--- src/rtl/vx_uop_collector_pkg.sv ---
// Shared types for the uop collector: per-warp collect state and the commit record
// that carries a parent instruction's merged results.
package vx_uop_collector_pkg;

  localparam int VX_NUM_WARPS = 4;
  localparam int UUID_WIDTH   = 16;
  localparam int PC_BITS      = 32;
  localparam int NUM_THREADS  = 4;

  typedef enum logic {
    UC_IDLE    = 1'b0,
    UC_COLLECT = 1'b1
  } uop_collect_state_e;

  // The uop count is kept beside the record because its width is a module parameter.
  typedef struct packed {
    logic [UUID_WIDTH-1:0]  uuid;
    logic [PC_BITS-1:0]     pc;
    logic [NUM_THREADS-1:0] tmask;
    logic                   wb;
  } uop_commit_rec_t;

endpackage

--- src/rtl/vx_uop_collector_slot.sv ---
// One warp's collector: tracks the open parent and decides, per accepted beat,
// whether that beat completes a commit or breaks the sop/eop protocol.
module vx_uop_collector_slot
  import vx_uop_collector_pkg::*;
#(
  parameter int CNT_W = 4
) (
  input  logic               clk,
  input  logic               reset_n,
  input  logic               i_fire,
  input  logic               i_sop,
  input  logic               i_eop,
  input  uop_commit_rec_t    i_beat,
  output logic               o_emit,
  output logic               o_err,
  output uop_commit_rec_t    o_rec,
  output logic [CNT_W-1:0]   o_cnt,
  output uop_collect_state_e o_state
);

  uop_collect_state_e r_state, w_state_nxt;
  logic [CNT_W-1:0]   r_cnt, w_cnt_nxt, w_cnt_inc;
  uop_commit_rec_t    r_acc, w_acc_nxt;

  assign w_cnt_inc = (r_cnt == {CNT_W{1'b1}}) ? r_cnt : r_cnt + CNT_W'(1);
  assign o_state   = r_state;

  always_comb begin
    w_state_nxt = r_state;
    w_cnt_nxt   = r_cnt;
    w_acc_nxt   = r_acc;
    o_emit      = 1'b0;
    o_err       = 1'b0;
    o_rec       = '0;
    o_cnt       = '0;
    if (i_fire) begin
      if (i_sop) begin
        // A sop always opens a fresh parent; an unfinished one is thrown away.
        o_err = (r_state == UC_COLLECT);
        if (i_eop) begin
          o_emit      = 1'b1;
          o_rec       = i_beat;
          o_cnt       = CNT_W'(1);
          w_state_nxt = UC_IDLE;
          w_cnt_nxt   = '0;
          w_acc_nxt   = '0;
        end else begin
          w_state_nxt = UC_COLLECT;
          w_cnt_nxt   = CNT_W'(1);
          w_acc_nxt   = i_beat;
        end
      end else if (r_state == UC_IDLE) begin
        o_err = 1'b1;
      end else if (!i_eop) begin
        w_cnt_nxt       = w_cnt_inc;
        w_acc_nxt.tmask = r_acc.tmask | i_beat.tmask;
        w_acc_nxt.wb    = r_acc.wb | i_beat.wb;
      end else begin
        o_emit      = 1'b1;
        o_rec.uuid  = r_acc.uuid;
        o_rec.pc    = r_acc.pc;
        o_rec.tmask = r_acc.tmask | i_beat.tmask;
        o_rec.wb    = r_acc.wb | i_beat.wb;
        o_cnt       = w_cnt_inc;
        w_state_nxt = UC_IDLE;
        w_cnt_nxt   = '0;
        w_acc_nxt   = '0;
      end
    end
  end

  always_ff @(posedge clk or negedge reset_n) begin
    if (!reset_n) begin
      r_state <= UC_IDLE;
      r_cnt   <= '0;
      r_acc   <= '0;
    end else begin
      r_state <= w_state_nxt;
      r_cnt   <= w_cnt_nxt;
      r_acc   <= w_acc_nxt;
    end
  end

endmodule

--- src/rtl/vx_uop_collector.sv ---
// Merges the per-uop results of expanded instructions into one commit per parent,
// with per-warp collect slots feeding a single shared output register.
module vx_uop_collector
  import vx_uop_collector_pkg::*;
#(
  parameter int NUM_WARPS = VX_NUM_WARPS,
  parameter int CNT_W     = 4
) (
  input  logic                         clk,
  input  logic                         reset_n,
  input  logic                         in_valid,
  output logic                         in_ready,
  input  logic [$clog2(NUM_WARPS)-1:0] in_wid,
  input  logic [UUID_WIDTH-1:0]        in_uuid,
  input  logic [PC_BITS-1:0]           in_PC,
  input  logic [NUM_THREADS-1:0]       in_tmask,
  input  logic                         in_wb,
  input  logic                         in_sop,
  input  logic                         in_eop,
  output logic                         out_valid,
  input  logic                         out_ready,
  output logic [$clog2(NUM_WARPS)-1:0] out_wid,
  output logic [UUID_WIDTH-1:0]        out_uuid,
  output logic [PC_BITS-1:0]           out_PC,
  output logic [NUM_THREADS-1:0]       out_tmask,
  output logic                         out_wb,
  output logic [CNT_W-1:0]             out_uop_cnt,
  output logic                         err,
  output logic [NUM_WARPS-1:0]         dbg_collect
);

  localparam int NW_W = $clog2(NUM_WARPS);

  // Handshake: a transfer happens on a rising edge where valid && ready; once
  // out_valid is high the record is held unchanged until out_ready. The input side
  // is ready whenever the output register is empty or draining in the same cycle,
  // so the ready path never depends on in_valid.
  logic               w_in_fire, w_emit_sel, w_err_sel;
  logic               w_slot_fire [NUM_WARPS];
  logic               w_slot_emit [NUM_WARPS];
  logic               w_slot_err  [NUM_WARPS];
  uop_commit_rec_t    w_slot_rec  [NUM_WARPS];
  logic [CNT_W-1:0]   w_slot_cnt  [NUM_WARPS];
  uop_collect_state_e w_slot_st   [NUM_WARPS];
  uop_commit_rec_t    w_beat;

  logic               r_out_valid, r_err;
  logic [NW_W-1:0]    r_out_wid;
  uop_commit_rec_t    r_out_rec;
  logic [CNT_W-1:0]   r_out_cnt;

  assign in_ready  = ~r_out_valid | out_ready;
  assign w_in_fire = in_valid & in_ready;
  assign w_beat    = '{uuid: in_uuid, pc: in_PC, tmask: in_tmask, wb: in_wb};

  for (genvar g = 0; g < NUM_WARPS; g++) begin : g_slot
    assign w_slot_fire[g] = w_in_fire && (in_wid == NW_W'(g));
    assign dbg_collect[g] = (w_slot_st[g] == UC_COLLECT);

    vx_uop_collector_slot #(.CNT_W(CNT_W)) u_slot (
      .clk     (clk),
      .reset_n (reset_n),
      .i_fire  (w_slot_fire[g]),
      .i_sop   (in_sop),
      .i_eop   (in_eop),
      .i_beat  (w_beat),
      .o_emit  (w_slot_emit[g]),
      .o_err   (w_slot_err[g]),
      .o_rec   (w_slot_rec[g]),
      .o_cnt   (w_slot_cnt[g]),
      .o_state (w_slot_st[g])
    );
  end

  assign w_emit_sel = w_slot_emit[in_wid];
  assign w_err_sel  = w_slot_err[in_wid];

  always_ff @(posedge clk or negedge reset_n) begin
    if (!reset_n) begin
      r_out_valid <= 1'b0;
      r_err       <= 1'b0;
      r_out_wid   <= '0;
      r_out_rec   <= '0;
      r_out_cnt   <= '0;
    end else begin
      r_err <= w_in_fire & w_err_sel;
      if (w_in_fire && w_emit_sel) begin
        r_out_valid <= 1'b1;
        r_out_wid   <= in_wid;
        r_out_rec   <= w_slot_rec[in_wid];
        r_out_cnt   <= w_slot_cnt[in_wid];
      end else if (out_ready) begin
        r_out_valid <= 1'b0;
      end
    end
  end

  assign out_valid   = r_out_valid;
  assign out_wid     = r_out_wid;
  assign out_uuid    = r_out_rec.uuid;
  assign out_PC      = r_out_rec.pc;
  assign out_tmask   = r_out_rec.tmask;
  assign out_wb      = r_out_rec.wb;
  assign out_uop_cnt = r_out_cnt;
  assign err         = r_err;

endmodule

--- config.mk ---
export PLATFORM = sky130hd
export DESIGN_NAME = vx_uop_collector
export DESIGN_NICKNAME = d
export VERILOG_FILES = /design/src/rtl/vx_uop_collector_pkg.sv /design/src/rtl/vx_uop_collector_slot.sv /design/src/rtl/vx_uop_collector.sv
export SDC_FILE = /design/constraint.sdc
export NUM_CORES = 1
export LEC_CHECK = 0
export CAP_MARGIN = 20
export CORE_ASPECT_RATIO = 1.75
export CORE_UTILIZATION = 45
export DETAILED_ROUTE_END_ITERATION = 8
export PLACE_DENSITY_LB_ADDON = 0.1
export SYNTH_ARGS = -nofsm -noshare
export SYNTH_HDL_FRONTEND = slang
export SYNTH_SLANG_ARGS = --single-unit
--- constraint.sdc ---
create_clock -name clk -period 2.18 [get_ports clk]
set_clock_uncertainty 0.1 [all_clocks]
set_input_delay 0.545 -clock clk [delete_from_list [all_inputs] [get_ports clk]]
set_output_delay 0.545 -clock clk [all_outputs]
set_load 0.01 [all_outputs]
==> flow_metrics.env <==
export IMPL_status="completed"
export IMPL_reg2reg_depth=9
export IMPL_drtIter0Drc=1081
export IMPL_syn_nets=1866
export IMPL_r2r_end="g_slot[3].u_slot.r_acc[40]$_DFFE_PN0P_"
export IMPL_p_clk_share_pct=30.3
export IMPL_total_power_w=0.01747
export IMPL_insertion_delay_ns=0.57
export IMPL_maxCapViolations=0
export IMPL_finalWirelength_mm=53.96
export IMPL_final_cell_mix="nand2_1, dfrtp_1, o21ai_0, a2bb2oi_1, a21oi_1"
export IMPL_gp_congestion=0.8907
export IMPL_root_buffer="clkbuf_16"
export IMPL_core_area_um2=35300
export IMPL_worst_slack_ns=0.03159
export IMPL_worstPathArrival_ns=1.50
export IMPL_seq_area_frac_synth_pct=45.44
export IMPL_path_max_fanout=2
export IMPL_seqPwrFrac_pct=44.1
export IMPL_syn_inst=1797
export IMPL_startpoint_type="register"
export IMPL_dp_cells=2346
export IMPL_ant_nets=0
export IMPL_holdWs_ns=0.08708
export IMPL_final_layout_size_suffix_gt1_share_pct=14.89
export IMPL_irDropWorstVdd_mv=0.7256
export IMPL_path_delay_family="buffers and inverters"
export IMPL_final_cells=2412
export IMPL_synth_edff_count=0
export IMPL_comb_power_share_pct=25.6
export IMPL_numCtsBuffers=30
export IMPL_fp_dieW_um=145.1
export IMPL_rows=91
export IMPL_firstDrtPassIters=7
export IMPL_clk_pin_slew_ns=0.07
export IMPL_r2r_start="out_valid$_DFFE_PN0P_"
export IMPL_slew_headroom_pct=56.69
export IMPL_rsz0062_at_grt="yes"
export IMPL_start_util_pct=45.72
export IMPL_dpl_hpwl_mm=33.68
export IMPL_cp_end_kind="output port"
export IMPL_grt_max_degree=146
export IMPL_drc_errors=0
export IMPL_grt_pass1_vias=14990
export IMPL_syn_area_um2=16140
export IMPL_fp_dieH_um=252.5
export IMPL_numPortBuffers=126
export IMPL_ys_ff_latch=293
export IMPL_post_route_period_util_pct=98.55
export IMPL_antenna_found_initial=1
export IMPL_numClockSinks=293
export IMPL_met3_length_mm=2.612
export IMPL_layout_min_cycle_time_ns=2.148
export IMPL_gr_usage_all_layers_pct=29.33
export IMPL_diodes=0
export IMPL_cts_tree="done"
export IMPL_crit_buf_inv=1
export IMPL_grt_pass1_wl_mm=85.00
export IMPL_fmax_ghz=0.4655
export IMPL_slowest_stage="clkdlybuf4s50_1"
export IMPL_final_area_um2=20250
export IMPL_clk_path_buf_depth=3
export IMPL_io_pins=127
export IMPL_worstHoldPathType="input pin to register"
export IMPL_sw_frac_of_total_pct=32.28
export IMPL_avgRoutedWirePerCell_um=22.37
export IMPL_min_to="g_slot[3].u_slot.o_state$_DFFE_PN0P_"
export IMPL_num_vias=14950
export IMPL_finalHoldViolations=0
export IMPL_setup_viol=0
export IMPL_slew_viol_final=0
export IMPL_layout_nets=1993
export IMPL_path_cells="clkdlybuf4s50_1"
export IMPL_fillers=3210
export IMPL_synth_main_ff_cell="dfrtp_1"
export IMPL_min_delay_start="in_eop"
export IMPL_top_layer_used="met5"
export IMPL_p_int_w=0.01183
export IMPL_wl_met1_mm=21.45
export IMPL_ys_warn_count=0
export IMPL_power_switching_w=0.005641
export IMPL_p_leak_nw=8.775
export IMPL_hold_depth=2
export IMPL_required_ns=1.53
export IMPL_synth_async_reset_ratio_pct=100.0
export IMPL_grt_overflow_total=0
export IMPL_path_class="register to output port"
export IMPL_drt_vias_per_instance=6.200
export IMPL_pre_cts_ws_ns=-0.5891
export IMPL_synth_area_per_cell_um2=8.980
export IMPL_syn_to_final_growth_pct=25.52
export IMPL_cts_htree_levels=1
export IMPL_worstMarginPinSlew_ns=0.6496
export IMPL_die_area_um2=36650
export IMPL_placed_cell_area_um2=19070
export IMPL_dr_wl_met2_mm=27.63
export IMPL_final_common_cell="nand2_1"
export IMPL_synth_cell_types=64
export IMPL_rrSetupSlack_ns=0.04
export IMPL_cp_slowest_stage_delay_ns=0.56
export IMPL_power_density_nw_per_um2=862.7
## flip-flops by register name, summed over array words and instances (netlist names), 2 cells and up
name                   count
g_slot.u_slot.o_state      4
out_wid                    2
out_uop_cnt                4
g_slot.u_slot.r_acc      212
out_uuid                  16
out_tmask                  4
out_PC                    32
g_slot.u_slot.r_cnt       16
## worst max path at each step
stage                                 start  cells after the start                                     end  slack [ns]
finish               out_PC[13]$_DFFE_PN0P_                      1                              out_PC[13]        0.03
global route          out_valid$_DFFE_PN0P_                      8  g_slot[1].u_slot.r_acc[10]$_DFFE_PN0P_      -0.005
CTS                 out_uuid[3]$_DFFE_PN0P_                      1                             out_uuid[3]      0.0006
detailed placement                in_wid[1]                      8   g_slot[3].u_slot.r_acc[6]$_DFFE_PN0P_       -0.59
global placement                  in_wid[1]                      7                  out_PC[10]$_DFFE_PN0P_       -0.60
floorplan                            in_sop                      9   g_slot[0].u_slot.r_cnt[0]$_DFFE_PN0P_       0.008
## routing by layer
layer / vias to the layer above / GRT usage [%]
met1: 7457 / 35.69
met4: 2 / 13.26
li1: 6871 / -
met2: 488 / 52.25
met3: 136 / 2.960
met5: - / 0
## metrics by stage
stage                     TNS (ns)  utilization, %
after floorplan                  0               -
after global placement     -125.12           54.03
after detailed placement   -128.03           54.03
after CTS                        0           56.92
after global routing      -0.01194           57.38
final                            0           57.38
## area by class of cell
cell class	count	area, um2	area share [%]
clock inverter	10	80.08	0.3954
sequential	293	7332	36.20
inverter	9	43.79	0.2162
multi-input combinational	1303	7983	39.41
tap	465	581.8	2.873
clock buffer	45	918.4	4.534
timing repair buffer	287	3316	16.37
## synth_stat cells (9+ instances only)
cell type / number / share of area, %
nand2_1: 335 / 7.8
dfrtp_1: 293 / 45
o21ai_0: 203 / 6.3
a2bb2oi_1: 192 / 10
a21oi_1: 128 / 4.0
clkbuf_1: 119 / 2.8
nor2_1: 75 / 1.7
a211oi_1: 58 / 2.7
o22ai_1: 45 / 1.7
buf_2: 42 / 1.3
o21ai_1: 34 / 1.1
o31ai_1: 31 / 1.4
o2bb2ai_1: 28 / 1.5
a22oi_1: 20 / 0.93
o31ai_2: 16 / 1.2
buf_4: 14 / 0.65
o2bb2ai_2: 14 / 1.3
nand3_1: 12 / 0.37
buf_6: 9 / 0.63
## power by group through the flow
stage	sequential, W	clock (W)	combinational [W]
after CTS	0.00769	0.00539	0.00446
after detailed placement	0.00779	0	0.00446
after floorplan	0.00763	0	0.00253
after global placement	0.00774	0	0.00433
after global routing	0.00787	0.00560	0.00495
final	0.00770	0.00529	0.00448
## repair_timing
action                     CTS  global route
gates resized for setup     25            23
setup buffers                5             2
setup endpoints to repair   20            88
pin swaps                    1             3
hold buffers                 1             0
hold endpoints to repair    68             0
cloned                       0             3
## cell families (layout without fill, tap and decap cells)
group | count (synthesis) | count (layout) | synth area share (%)
xor+xnor | 4 | 4 | 0.2171
compound gates | 806 | 806 | 34.90
buf+inv | 201 | 351 | 5.746
flops | 293 | 293 | 45.44
simple gates | 478 | 478 | 12.48
fa+ha+maj | 8 | 8 | 0.6203
mux | 7 | 7 | 0.5970
Note: power is estimated with default switching activity, not from simulation.
